**config.mk**
```make
export PLATFORM = sky130hd
export DESIGN_NAME = lsb_multi_cdb
export DESIGN_NICKNAME = d
export VERILOG_FILES = /design/src/rtl/lsb_multi_cdb_pkg.sv /design/src/rtl/lsb_cdb_match.sv /design/src/rtl/lsb_multi_cdb.sv
export SDC_FILE = /design/constraint.sdc
export NUM_CORES = 2
export LEC_CHECK = 0
export CAP_MARGIN = 20
export CORE_AREA = 5 5 313 315
export DETAILED_ROUTE_END_ITERATION = 8
export DIE_AREA = 0 0 318 320
export PLACE_DENSITY = 0.85
export SLEW_MARGIN = 0
export SYNTH_ARGS = -nofsm -noshare
export SYNTH_HDL_FRONTEND = slang
export SYNTH_SLANG_ARGS = --single-unit
```
**constraint.sdc**
```tcl
create_clock -name clk -period 15.25 [get_ports clk]
set_input_delay 3.05 -clock clk [delete_from_list [all_inputs] [get_ports clk]]
set_output_delay 3.05 -clock clk [all_outputs]
set_load 0.005 [all_outputs]
```
**src/rtl/lsb_multi_cdb_pkg.sv**
```systemverilog
//------------------------------------------------------------------------------
// lsb_multi_cdb_pkg : shared constants for the multi-CDB load/store buffer
// Rev 1.0
//------------------------------------------------------------------------------
`default_nettype none

package lsb_multi_cdb_pkg;

  localparam int         LSB_ROB_W = 4;
  localparam logic [LSB_ROB_W:0] DEP_READY = '1;
  localparam logic [31:0] IO_ADDR   = 32'h0003_0000;

  localparam logic [5:0] OP_LB = 6'h01;
  localparam logic [5:0] OP_LH = 6'h02;
  localparam logic [5:0] OP_LW = 6'h03;
  localparam logic [5:0] OP_SB = 6'h08;
  localparam logic [5:0] OP_SH = 6'h09;
  localparam logic [5:0] OP_SW = 6'h0A;

endpackage

`default_nettype wire

```
**src/rtl/lsb_cdb_match.sv**
```systemverilog
//------------------------------------------------------------------------------
// lsb_cdb_match : resolves one DEP/value pair against the CDB bundle
// Rev 1.0
//------------------------------------------------------------------------------
`default_nettype none

module lsb_cdb_match
  import lsb_multi_cdb_pkg::*;
#(
  parameter int N_CDB  = 2,
  parameter int XLEN   = 32,
  parameter int ROB_W  = 4,
  parameter bit ADD_EN = 1'b1
) (
  input  logic [ROB_W:0]       q_i,
  input  logic [XLEN-1:0]      v_i,
  input  logic [N_CDB-1:0]     cdb_valid_i,
  input  logic [N_CDB*ROB_W-1:0] cdb_id_i,
  input  logic [N_CDB*XLEN-1:0]  cdb_val_i,
  output logic [ROB_W:0]       q_o,
  output logic [XLEN-1:0]      v_o
);

  // Scan high to low so the lowest matching channel is the one that sticks.
  always_comb begin
    q_o = q_i;
    v_o = v_i;
    for (int k = N_CDB - 1; k >= 0; k--) begin
      if (cdb_valid_i[k] && (q_i == {1'b0, cdb_id_i[k*ROB_W +: ROB_W]})) begin
        q_o = '1;
        v_o = ADD_EN ? (cdb_val_i[k*XLEN +: XLEN] + v_i) : cdb_val_i[k*XLEN +: XLEN];
      end
    end
  end

endmodule

`default_nettype wire

```
**src/rtl/lsb_multi_cdb.sv**
```systemverilog
//------------------------------------------------------------------------------
// lsb_multi_cdb : in-order load/store buffer snooping N_CDB writeback channels
// Optional IO guard on head loads: LSB_IO_GUARD_EN
// Rev 1.0
//------------------------------------------------------------------------------
`default_nettype none

module lsb_multi_cdb
  import lsb_multi_cdb_pkg::*;
#(
  parameter int DEPTH = 8,
  parameter int N_CDB = 2,
  parameter int XLEN  = 32,
  parameter int ROB_W = 4,
  parameter int OP_W  = 6
) (
  input  logic                    clk,
  input  logic                    rst,
  input  logic                    rdy,
  input  logic                    flush,
  input  logic                    stall,
  input  logic                    enq_valid,
  output logic                    enq_ready,
  input  logic                    enq_is_store,
  input  logic [OP_W-1:0]         enq_op,
  input  logic [ROB_W-1:0]        enq_rob_id,
  input  logic [ROB_W:0]          enq_q1,
  input  logic [XLEN-1:0]         enq_v1,
  input  logic [XLEN-1:0]         enq_imm,
  input  logic [ROB_W:0]          enq_q2,
  input  logic [XLEN-1:0]         enq_v2,
  input  logic [N_CDB-1:0]        cdb_valid,
  input  logic [N_CDB*ROB_W-1:0]  cdb_id,
  input  logic [N_CDB*XLEN-1:0]   cdb_val,
  input  logic                    mem_busy,
  input  logic                    io_full,
  input  logic                    commit_store,
  output logic                    front_valid,
  output logic                    front_is_store,
  output logic                    front_ready,
  output logic [OP_W-1:0]         front_op,
  output logic [ROB_W-1:0]        front_rob_id,
  output logic [XLEN-1:0]         front_addr,
  output logic [XLEN-1:0]         front_data,
  output logic                    mem_req_valid,
  output logic [OP_W-1:0]         mem_req_op,
  output logic [XLEN-1:0]         mem_req_addr,
  output logic [ROB_W-1:0]        mem_req_id,
  output logic [$clog2(DEPTH):0]  count
);

  localparam int IDX_W = $clog2(DEPTH);
  localparam int PTR_W = IDX_W + 1;

  logic [PTR_W-1:0] head_q, head_d, tail_q, tail_d, count_q, count_d;

  logic             st_q   [DEPTH];
  logic [OP_W-1:0]  op_q   [DEPTH];
  logic [ROB_W-1:0] id_q   [DEPTH];
  logic [ROB_W:0]   q1_q   [DEPTH];
  logic [ROB_W:0]   q2_q   [DEPTH];
  logic [XLEN-1:0]  addr_q [DEPTH];
  logic [XLEN-1:0]  data_q [DEPTH];

  logic [ROB_W:0]   snp_q1   [DEPTH];
  logic [ROB_W:0]   snp_q2   [DEPTH];
  logic [XLEN-1:0]  snp_addr [DEPTH];
  logic [XLEN-1:0]  snp_data [DEPTH];

  logic             mem_req_valid_q;
  logic [OP_W-1:0]  mem_req_op_q;
  logic [XLEN-1:0]  mem_req_addr_q;
  logic [ROB_W-1:0] mem_req_id_q;

  logic [IDX_W-1:0] head_idx, tail_idx;
  logic             full, io_ok, load_issue, store_pop, do_pop, do_enq;
  logic [XLEN-1:0]  enq_base;
  logic [ROB_W:0]   byp_q1, byp_q2;
  logic [XLEN-1:0]  byp_addr, byp_data;

  assign head_idx = head_q[IDX_W-1:0];
  assign tail_idx = tail_q[IDX_W-1:0];
  assign full     = (head_idx == tail_idx) && (head_q[IDX_W] != tail_q[IDX_W]);

  assign enq_ready      = !full;
  assign front_valid    = (head_q != tail_q);
  assign front_is_store = st_q[head_idx];
  assign front_op       = op_q[head_idx];
  assign front_rob_id   = id_q[head_idx];
  assign front_addr     = addr_q[head_idx];
  assign front_data     = data_q[head_idx];
  assign front_ready    = (&q1_q[head_idx]) && (!st_q[head_idx] || (&q2_q[head_idx]));

`ifdef LSB_IO_GUARD_EN
  assign io_ok = !(io_full && (front_addr == XLEN'(IO_ADDR)));
`else
  logic unused_io_full;
  assign unused_io_full = io_full;
  assign io_ok          = 1'b1;
`endif

  assign load_issue = front_valid && !front_is_store && (&q1_q[head_idx]) && !mem_busy && io_ok;
  assign store_pop  = commit_store && front_valid && front_is_store && front_ready;
  assign do_pop     = load_issue || store_pop;
  assign do_enq     = enq_valid && !full && !stall && !flush;

  // Unresolved base keeps only the offset; the CDB value is added on capture.
  assign enq_base = (&enq_q1) ? (enq_v1 + enq_imm) : enq_imm;

  lsb_cdb_match #(.N_CDB(N_CDB), .XLEN(XLEN), .ROB_W(ROB_W), .ADD_EN(1'b1)) u_byp_base (
    .q_i(enq_q1), .v_i(enq_base), .cdb_valid_i(cdb_valid), .cdb_id_i(cdb_id),
    .cdb_val_i(cdb_val), .q_o(byp_q1), .v_o(byp_addr)
  );

  lsb_cdb_match #(.N_CDB(N_CDB), .XLEN(XLEN), .ROB_W(ROB_W), .ADD_EN(1'b0)) u_byp_data (
    .q_i(enq_q2), .v_i(enq_v2), .cdb_valid_i(cdb_valid), .cdb_id_i(cdb_id),
    .cdb_val_i(cdb_val), .q_o(byp_q2), .v_o(byp_data)
  );

  for (genvar gi = 0; gi < DEPTH; gi++) begin : g_entry
    lsb_cdb_match #(.N_CDB(N_CDB), .XLEN(XLEN), .ROB_W(ROB_W), .ADD_EN(1'b1)) u_base (
      .q_i(q1_q[gi]), .v_i(addr_q[gi]), .cdb_valid_i(cdb_valid), .cdb_id_i(cdb_id),
      .cdb_val_i(cdb_val), .q_o(snp_q1[gi]), .v_o(snp_addr[gi])
    );
    lsb_cdb_match #(.N_CDB(N_CDB), .XLEN(XLEN), .ROB_W(ROB_W), .ADD_EN(1'b0)) u_data (
      .q_i(q2_q[gi]), .v_i(data_q[gi]), .cdb_valid_i(cdb_valid), .cdb_id_i(cdb_id),
      .cdb_val_i(cdb_val), .q_o(snp_q2[gi]), .v_o(snp_data[gi])
    );
  end

  always_comb begin
    head_d  = head_q;
    tail_d  = tail_q;
    count_d = count_q;
    if (flush) begin
      tail_d  = head_q;
      count_d = '0;
    end else begin
      if (do_pop) head_d = head_q + PTR_W'(1);
      if (do_enq) tail_d = tail_q + PTR_W'(1);
      count_d = count_q + PTR_W'(do_enq) - PTR_W'(do_pop);
    end
  end

  always_ff @(posedge clk) begin
    if (rdy) begin
      if (rst) begin
        head_q          <= '0;
        tail_q          <= '0;
        count_q         <= '0;
        mem_req_valid_q <= 1'b0;
        mem_req_op_q    <= '0;
        mem_req_addr_q  <= '0;
        mem_req_id_q    <= '0;
        for (int i = 0; i < DEPTH; i++) begin
          st_q[i]   <= 1'b0;
          op_q[i]   <= '0;
          id_q[i]   <= '0;
          q1_q[i]   <= '1;
          q2_q[i]   <= '1;
          addr_q[i] <= '0;
          data_q[i] <= '0;
        end
      end else begin
        head_q  <= head_d;
        tail_q  <= tail_d;
        count_q <= count_d;
        for (int i = 0; i < DEPTH; i++) begin
          q1_q[i]   <= snp_q1[i];
          q2_q[i]   <= snp_q2[i];
          addr_q[i] <= snp_addr[i];
          data_q[i] <= snp_data[i];
        end
        if (do_enq) begin
          st_q[tail_idx]   <= enq_is_store;
          op_q[tail_idx]   <= enq_op;
          id_q[tail_idx]   <= enq_rob_id;
          q1_q[tail_idx]   <= byp_q1;
          addr_q[tail_idx] <= byp_addr;
          q2_q[tail_idx]   <= enq_is_store ? byp_q2 : '1;
          data_q[tail_idx] <= byp_data;
        end
        mem_req_valid_q <= load_issue && !flush;
        if (load_issue && !flush) begin
          mem_req_op_q   <= front_op;
          mem_req_addr_q <= front_addr;
          mem_req_id_q   <= front_rob_id;
        end
      end
    end
  end

  assign mem_req_valid = mem_req_valid_q;
  assign mem_req_op    = mem_req_op_q;
  assign mem_req_addr  = mem_req_addr_q;
  assign mem_req_id    = mem_req_id_q;
  assign count         = count_q;

endmodule

`default_nettype wire
```
# --- After elaboration in Yosys (flattened, before gate mapping) ---
# Memories as Yosys holds them, arrays and structs flattened. A register that Yosys moved wholly into a read port is not among the register bits.
# Cells that the tools add are included.
# W data, S select, Z words.
totals:
  out_inout_bits: 125
  mem_bits_rw: 680
  regBits: 55
  latchBits: 0
  rom_bits: 0
  mem_count: 7
  in_bits: 200
  word_cells: 339
classes:
  mul: 0
  bitwise: 32
  shift: 0
  n_eq_ne: 48
  muxes: 146
  order_cmp: 0
  div_mod_pow: 0
  add_sub_neg: 23
  reduce_logical: 76
mem_list:
  columns: ["memory", "words", "word_bits", "rd", "rd_clocked_by_memory_dff", "wr", "line", "rtl"]
  rows:
  - ["addr_q", 8, 32, 9, 1, 9, "lsb_multi_cdb.sv:62", "logic [XLEN-1:0] addr_q [DEPTH];"]
  - ["data_q", 8, 32, 1, 1, 9, "lsb_multi_cdb.sv:63", "logic [XLEN-1:0] data_q [DEPTH];"]
  - ["op_q", 8, 6, 1, 1, 8, "lsb_multi_cdb.sv:58", "logic [OP_W-1:0] op_q [DEPTH];"]
  - ["q1_q", 8, 5, 9, 1, 9, "lsb_multi_cdb.sv:60", "logic [ROB_W:0] q1_q [DEPTH];"]
  - ["q2_q", 8, 5, 9, 1, 9, "lsb_multi_cdb.sv:61", "logic [ROB_W:0] q2_q [DEPTH];"]
  - ["id_q", 8, 4, 1, 1, 8, "lsb_multi_cdb.sv:59", "logic [ROB_W-1:0] id_q [DEPTH];"]
  - ["1 more memories", null, null, null, null, null, null, null]
ops:
  columns: ["operator", "n"]
  rows:
  - ["$mux W32", 54]
  - ["$add A32 B32 Y32", 19]
  - ["$mux W5", 53]
  - ["$eq A5 B4 Y1", 36]
  - ["$mux W3", 17]
  - ["$logic_and A1 B1 Y1", 48]
  - ["$or A1 B1 Y1", 32]
  - ["$mux W4", 6]
  - ["$reduce_and A2 Y1", 10]
  - ["$ne A2 B2 Y1 const B", 9]
  - ["$reduce_and A5 Y1", 3]
  - ["$mux W1", 14]
  - ["$mux W6", 2]
  - ["$add A4 B1 Y4 const B", 2]
  - ["$reduce_or A6 Y1", 1]
  - ["$logic_not A1 Y1", 5]
  - ["$add A4 B1 Y4", 1]
  - ["$ne A4 B4 Y1", 1]
  - ["$reduce_bool A2 Y1", 2]
  - ["$reduce_or A4 Y1", 1]
  - ["$sub A4 B1 Y4", 1]
  - ["$eq A3 B3 Y1", 1]
  - ["$reduce_and A3 Y1", 1]
  - ["$reduce_bool A3 Y1", 1]
  - ["other kinds (4)", 5]

# --- Logic depth before layout (Yosys ltp) ---
logic_depth:
  word_depth: 12
  mapped_depth: 23
  ltp_nobuf: 22

# --- Cells and area by module ---
# Synthesis repeated with hierarchy kept, for this count alone.
hier_totals:
  hier_cells: 10293
  area_unflattened_um2: 84158.2
modules_own_cells:
  columns: ["module", "area_each_um2", "seq_area_each_um2", "cells_each", "instances"]
  rows:
  - ["lsb_multi_cdb", 38944.9, 22131.2, 3583, 1]
  - ["lsb_cdb_match (g_entry[3].u_base ...)", 3793.6, 0.0, 547, 4]
  - ["lsb_cdb_match (g_entry[0].u_base ...)", 3930.0, 0.0, 571, 3]
  - ["lsb_cdb_match (g_entry[0].u_data ...)", 1187.4, 0.0, 191, 9]
  - ["lsb_cdb_match (g_entry[7].u_base ...)", 3781.1, 0.0, 545, 2]

# --- Least setup slack after synthesis ---
# OpenSTA, ideal clock, no wires.
synth_path:
  kind: "input-to-reg"
  start: "in enq_v1[0]"
  end: "mem addr_q[7][31], data pin"
  slack_ns: 7.453
  required_time_ns: 14.959
  setup_time_ns: 0.291
  path_stages: 20
  t_arrival_ns: 7.507
  path_buffers: 1
  path_cell_list: "ha_1 fa_1 a21o_1 a221o_2 nor3_4 o31ai_1 a31o_2 a221o_1 ha_1 clkbuf_1 a211oi_1 o21ai_0 a31oi_1 a21oi_1 a211oi_1 o21ai_0 mux2i_1 mux2i_1 xnor2_2 o22ai_1"
synth_lines:
  columns: ["item", "line", "rtl"]
  rows:
  - ["from (decl)", "lsb_multi_cdb.sv:28", "input logic [XLEN-1:0] enq_v1,"]
  - ["to (decl)", "lsb_multi_cdb.sv:62", null]

==> results.txt <==
The kind of critical path was in2reg. The synthesized netlist contains 102 unique library cells. For the final count of pins violating max slew, the log shows 0.

The total power density per cell area was 92.1 nW/um2. Dominant register cell in the synthesized netlist: sky130_fd_sc_hd__edfxtp_1. The type of element capturing the critical path was a flop. The worst relative slew slack is 15.8%, and the number of enable flip-flop cells after synthesis is 735. In the routed design, unresolved DRC markers number 38.

The number of gates resized after CTS is 0. The cell count after synthesis came out at 6012. In this run the post-CTS setup repair buffer count came out at 0.

Slew at the pin with the worst max-slew slack: 1.26 ns. The tools report the worst clock skew on the final layout as 0.0276 ns. The clock reaches the later pin of the worst-skew pair after 0.69 ns. The routed design has 223 mm of wire. The tools report the post-synthesis instance area as 60900 um2. The first routing iteration left 7816 violations.

The maximum fanout count along the critical path was 9; the portion of synthesized cell area occupied by the leading cell type was 36.2%. The floorplan step defined a core boundary enclosing 94600 um2. The half-perimeter wire length after detailed placement was 149 mm; the routability congestion estimate from global placement was 1.01.

After Yosys synthesis, full adders, half adders and majority gates account for 7.58% of the synthesized area. After layout, the worst path uses 57.7% of the clock period. Setup repair after global routing left no endpoint under its margin. The checks that failed: DRC.

Synthesis produced a netlist with a net count of 6574. The maximum vdd drop was 0.0000900 V; the wire length of the first global-routing pass was 329 mm. The portion of netlist area occupied by mux cells came out at 17.1%.

Sorting the synthesized cells by how often they occur yields sky130_fd_sc_hd__edfxtp_1 (735), sky130_fd_sc_hd__o21ai_0 (512), sky130_fd_sc_hd__mux2_2 (392). After clock tree synthesis, the clock-pin slew on the worst setup and hold paths is 0.06 ns. For the largest buffer count on any clock path, the log shows 3.

The most used standard cell by instance count after synthesis is sky130_fd_sc_hd__edfxtp_1. Adding up every negative setup slack in the final design gives 0 ns. TritonCTS built the clock tree.

The register bit count reported by yosys was 738; the die width was 318 um. The layout net count was 6663; the overflow left after global routing was 0. The height of the die was 320 um. For the total clock buffers created by CTS, the log shows 86. The number of hold violations in the final report was 0; the overall power was 6.28 mW. Of the cells placed in the final design, the portion with a size suffix greater than 1 is 15.0%. The initial antenna violation count is 13. For the finished layout, the period the worst path requires is 8.80 ns. Setup slack of the most critical reg-to-reg path: 9.65 ns.

The leading area contributor after synthesis was sky130_fd_sc_hd__edfxtp_1. The largest net degree at the start of global routing is 71, and the wire length per cell is 30.0 um. The synthesized netlist devotes 12.5% of its cell area to simple gates.

The number of global-route vias before repair was 54500; the count of buffers inserted at the top-level ports was 323. The worst hold path belongs to the class reg2reg. For this design the top-level I/O count stands at 325. Setup violations remaining at the end of the flow were counted as 0.

The share of the synthesized netlist area taken by xor and xnor gates is 5.86%, and the achievable frequency is 0.114 GHz. The effective utilization at floorplan was 64.4%; the layout-stage area growth over the synthesis result was 11.9%. The run gives 113 as the total number of placement rows. The flow ran to the end, but the final reports show violations. In the post-synthesis netlist, the biggest area contributors are sky130_fd_sc_hd__edfxtp_1 (36%), sky130_fd_sc_hd__mux2_2 (7.2%), sky130_fd_sc_hd__ha_1 (7.2%). The run gives 9 as the length of the first detailed-routing pass in iterations.

For the worst setup path, the data required time is 15.62 ns. The detail-routed via count per cell was 7.39; the endpoint arrival time on the critical path was 9.17 ns. For this design the static power due to leakage is 27.0 nW.

The worst setup path is launched from an input port. The Yosys step of the flow raised 0 warnings. The post-cts hold buffer count was 0; the max-capacitance violation count was 0. In this run the number of H-tree levels came out at 3. For the overall track demand over capacity in global routing, the log shows 42.0%. The tools report the clock tree root buffer cell as sky130_fd_sc_hd__clkbuf_16. Summing the areas of all compound-gate instances in the mapped netlist gives 16.9% of the synthesized area.

For the die area, the log shows 102000 um2. Across all layers, the routed design uses 55100 vias. The number of sinks on the clock net was 738; the worst slack on hold paths was 0.679 ns. Once detail routing completed, the nets flagged for antenna violations numbered 0. For the post-synthesis sequential area ratio, the log shows 36.3%.

For this run, asynchronously set or reset flops after synthesis account for 0%. After synthesis, the mean cell area works out to 10.1 um2. The combinational family with the most area after synthesis is multiplexers.
placed cells by master (no fill, tap or decap), types with 162 or more instances in the layout:
cell	synthesis	final
sky130_fd_sc_hd__a21o_1	183	183
sky130_fd_sc_hd__a21oi_1	301	301
sky130_fd_sc_hd__clkdlybuf4s50_1	0	322
sky130_fd_sc_hd__edfxtp_1	735	735
sky130_fd_sc_hd__ha_1	350	350
sky130_fd_sc_hd__mux2_2	392	392
sky130_fd_sc_hd__mux2i_1	256	256
sky130_fd_sc_hd__nand2_1	362	347
sky130_fd_sc_hd__nand3_1	186	179
sky130_fd_sc_hd__nor2_1	222	214
sky130_fd_sc_hd__o21ai_0	512	512
sky130_fd_sc_hd__o22ai_1	162	162
sky130_fd_sc_hd__or3_1	223	221
sky130_fd_sc_hd__xnor2_1	195	195
sky130_fd_sc_hd__xor2_1	211	211
routing by layer:
layer	global-route usage (%)	wire length, um	vias to the layer above
met5	0.370	36	-
met2	65.3	98000	4680
li1	-	-	23200
met1	49.0	73200	25800
met4	33.0	21300	2
met3	12.3	30700	1409
through the flow:
stage               worst slack [ns]  util [%]  std cells  cell area [um2]
global route                    6.26      72.0       7442            68100
floorplan                       7.45         -       6012            60900
finish                          6.45      72.0       7453            68100
CTS                             6.74      71.9       7428            68000
detailed placement              6.05      68.9       7273            65200
global placement                6.09      68.9       7273            65200
worst paths after layout:
kind,from,to,cells past startpoint
setup / recovery,enq_imm[9],addr_q[7][30],19
setup reg to reg,q1_q[6][2],addr_q[6][31],16
hold reg to reg,head_q[2],flop,1
hold / removal,head_q[2],flop,1
layout make-up:
class | count | area (um2)
Tap cell | 1265 | 1580
Clock buffer | 106 | 2250
Inverter | 123 | 462
Antenna cell | 20 | 50.0
Multi-Input combinational cell | 4678 | 36700
Timing Repair Buffer | 474 | 4420
Clock inverter | 49 | 541
Sequential cell | 738 | 22100
Fill cell | 6572 | 26400
power breakdown:
group	total, mW	internal, mW	switching (mW)
combinational	1.74	0.756	0.983
clock	2.13	1.21	0.921
sequential	2.41	2.34	0.0692
logic make-up (layout without fill, tap and decap cells):
group           count (synthesis)  in the layout
other cells                     0             20
compound gates               1635           1635
simple gates                 1474           1474
fa+ha+maj                     362            362
buf+inv                       596            752
xor+xnor                      407            407
flops                         738            738
mux                           800            800
state kept, by name, summed over array words and instances (netlist names), named ones only:
register	flops
mem_req_op	6
tail_q	4
mem_req_valid	1
id_q	32
count	4
q1_q	40
st_q	8
op_q	48
head_q	4
addr_q	256
data_q	256
q2_q	40
mem_req_addr	32
mem_req_id	4
worst max-delay path, stage by stage:
cell and delay [ns]:
sky130_fd_sc_hd__clkdlybuf4s50_1 0.49, sky130_fd_sc_hd__ha_1 0.43, sky130_fd_sc_hd__a21oi_1 0.14, sky130_fd_sc_hd__o21ai_0 0.39, sky130_fd_sc_hd__a22oi_2 0.20, sky130_fd_sc_hd__o31ai_2 0.53
sky130_fd_sc_hd__a21boi_0 0.21, sky130_fd_sc_hd__xnor2_1 0.16, sky130_fd_sc_hd__o21ai_0 0.64, sky130_fd_sc_hd__ha_1 0.47, sky130_fd_sc_hd__a21oi_1 0.20, sky130_fd_sc_hd__o22ai_1 0.08
sky130_fd_sc_hd__o21ai_0 0.15, sky130_fd_sc_hd__nand2b_1 0.10, sky130_fd_sc_hd__nor3_1 0.37, sky130_fd_sc_hd__o21ai_0 0.19, sky130_fd_sc_hd__xor2_1 0.17, sky130_fd_sc_hd__mux2i_1 0.92
sky130_fd_sc_hd__o311ai_0 0.27
No activity file was read; power rests on OpenSTA's default activity.
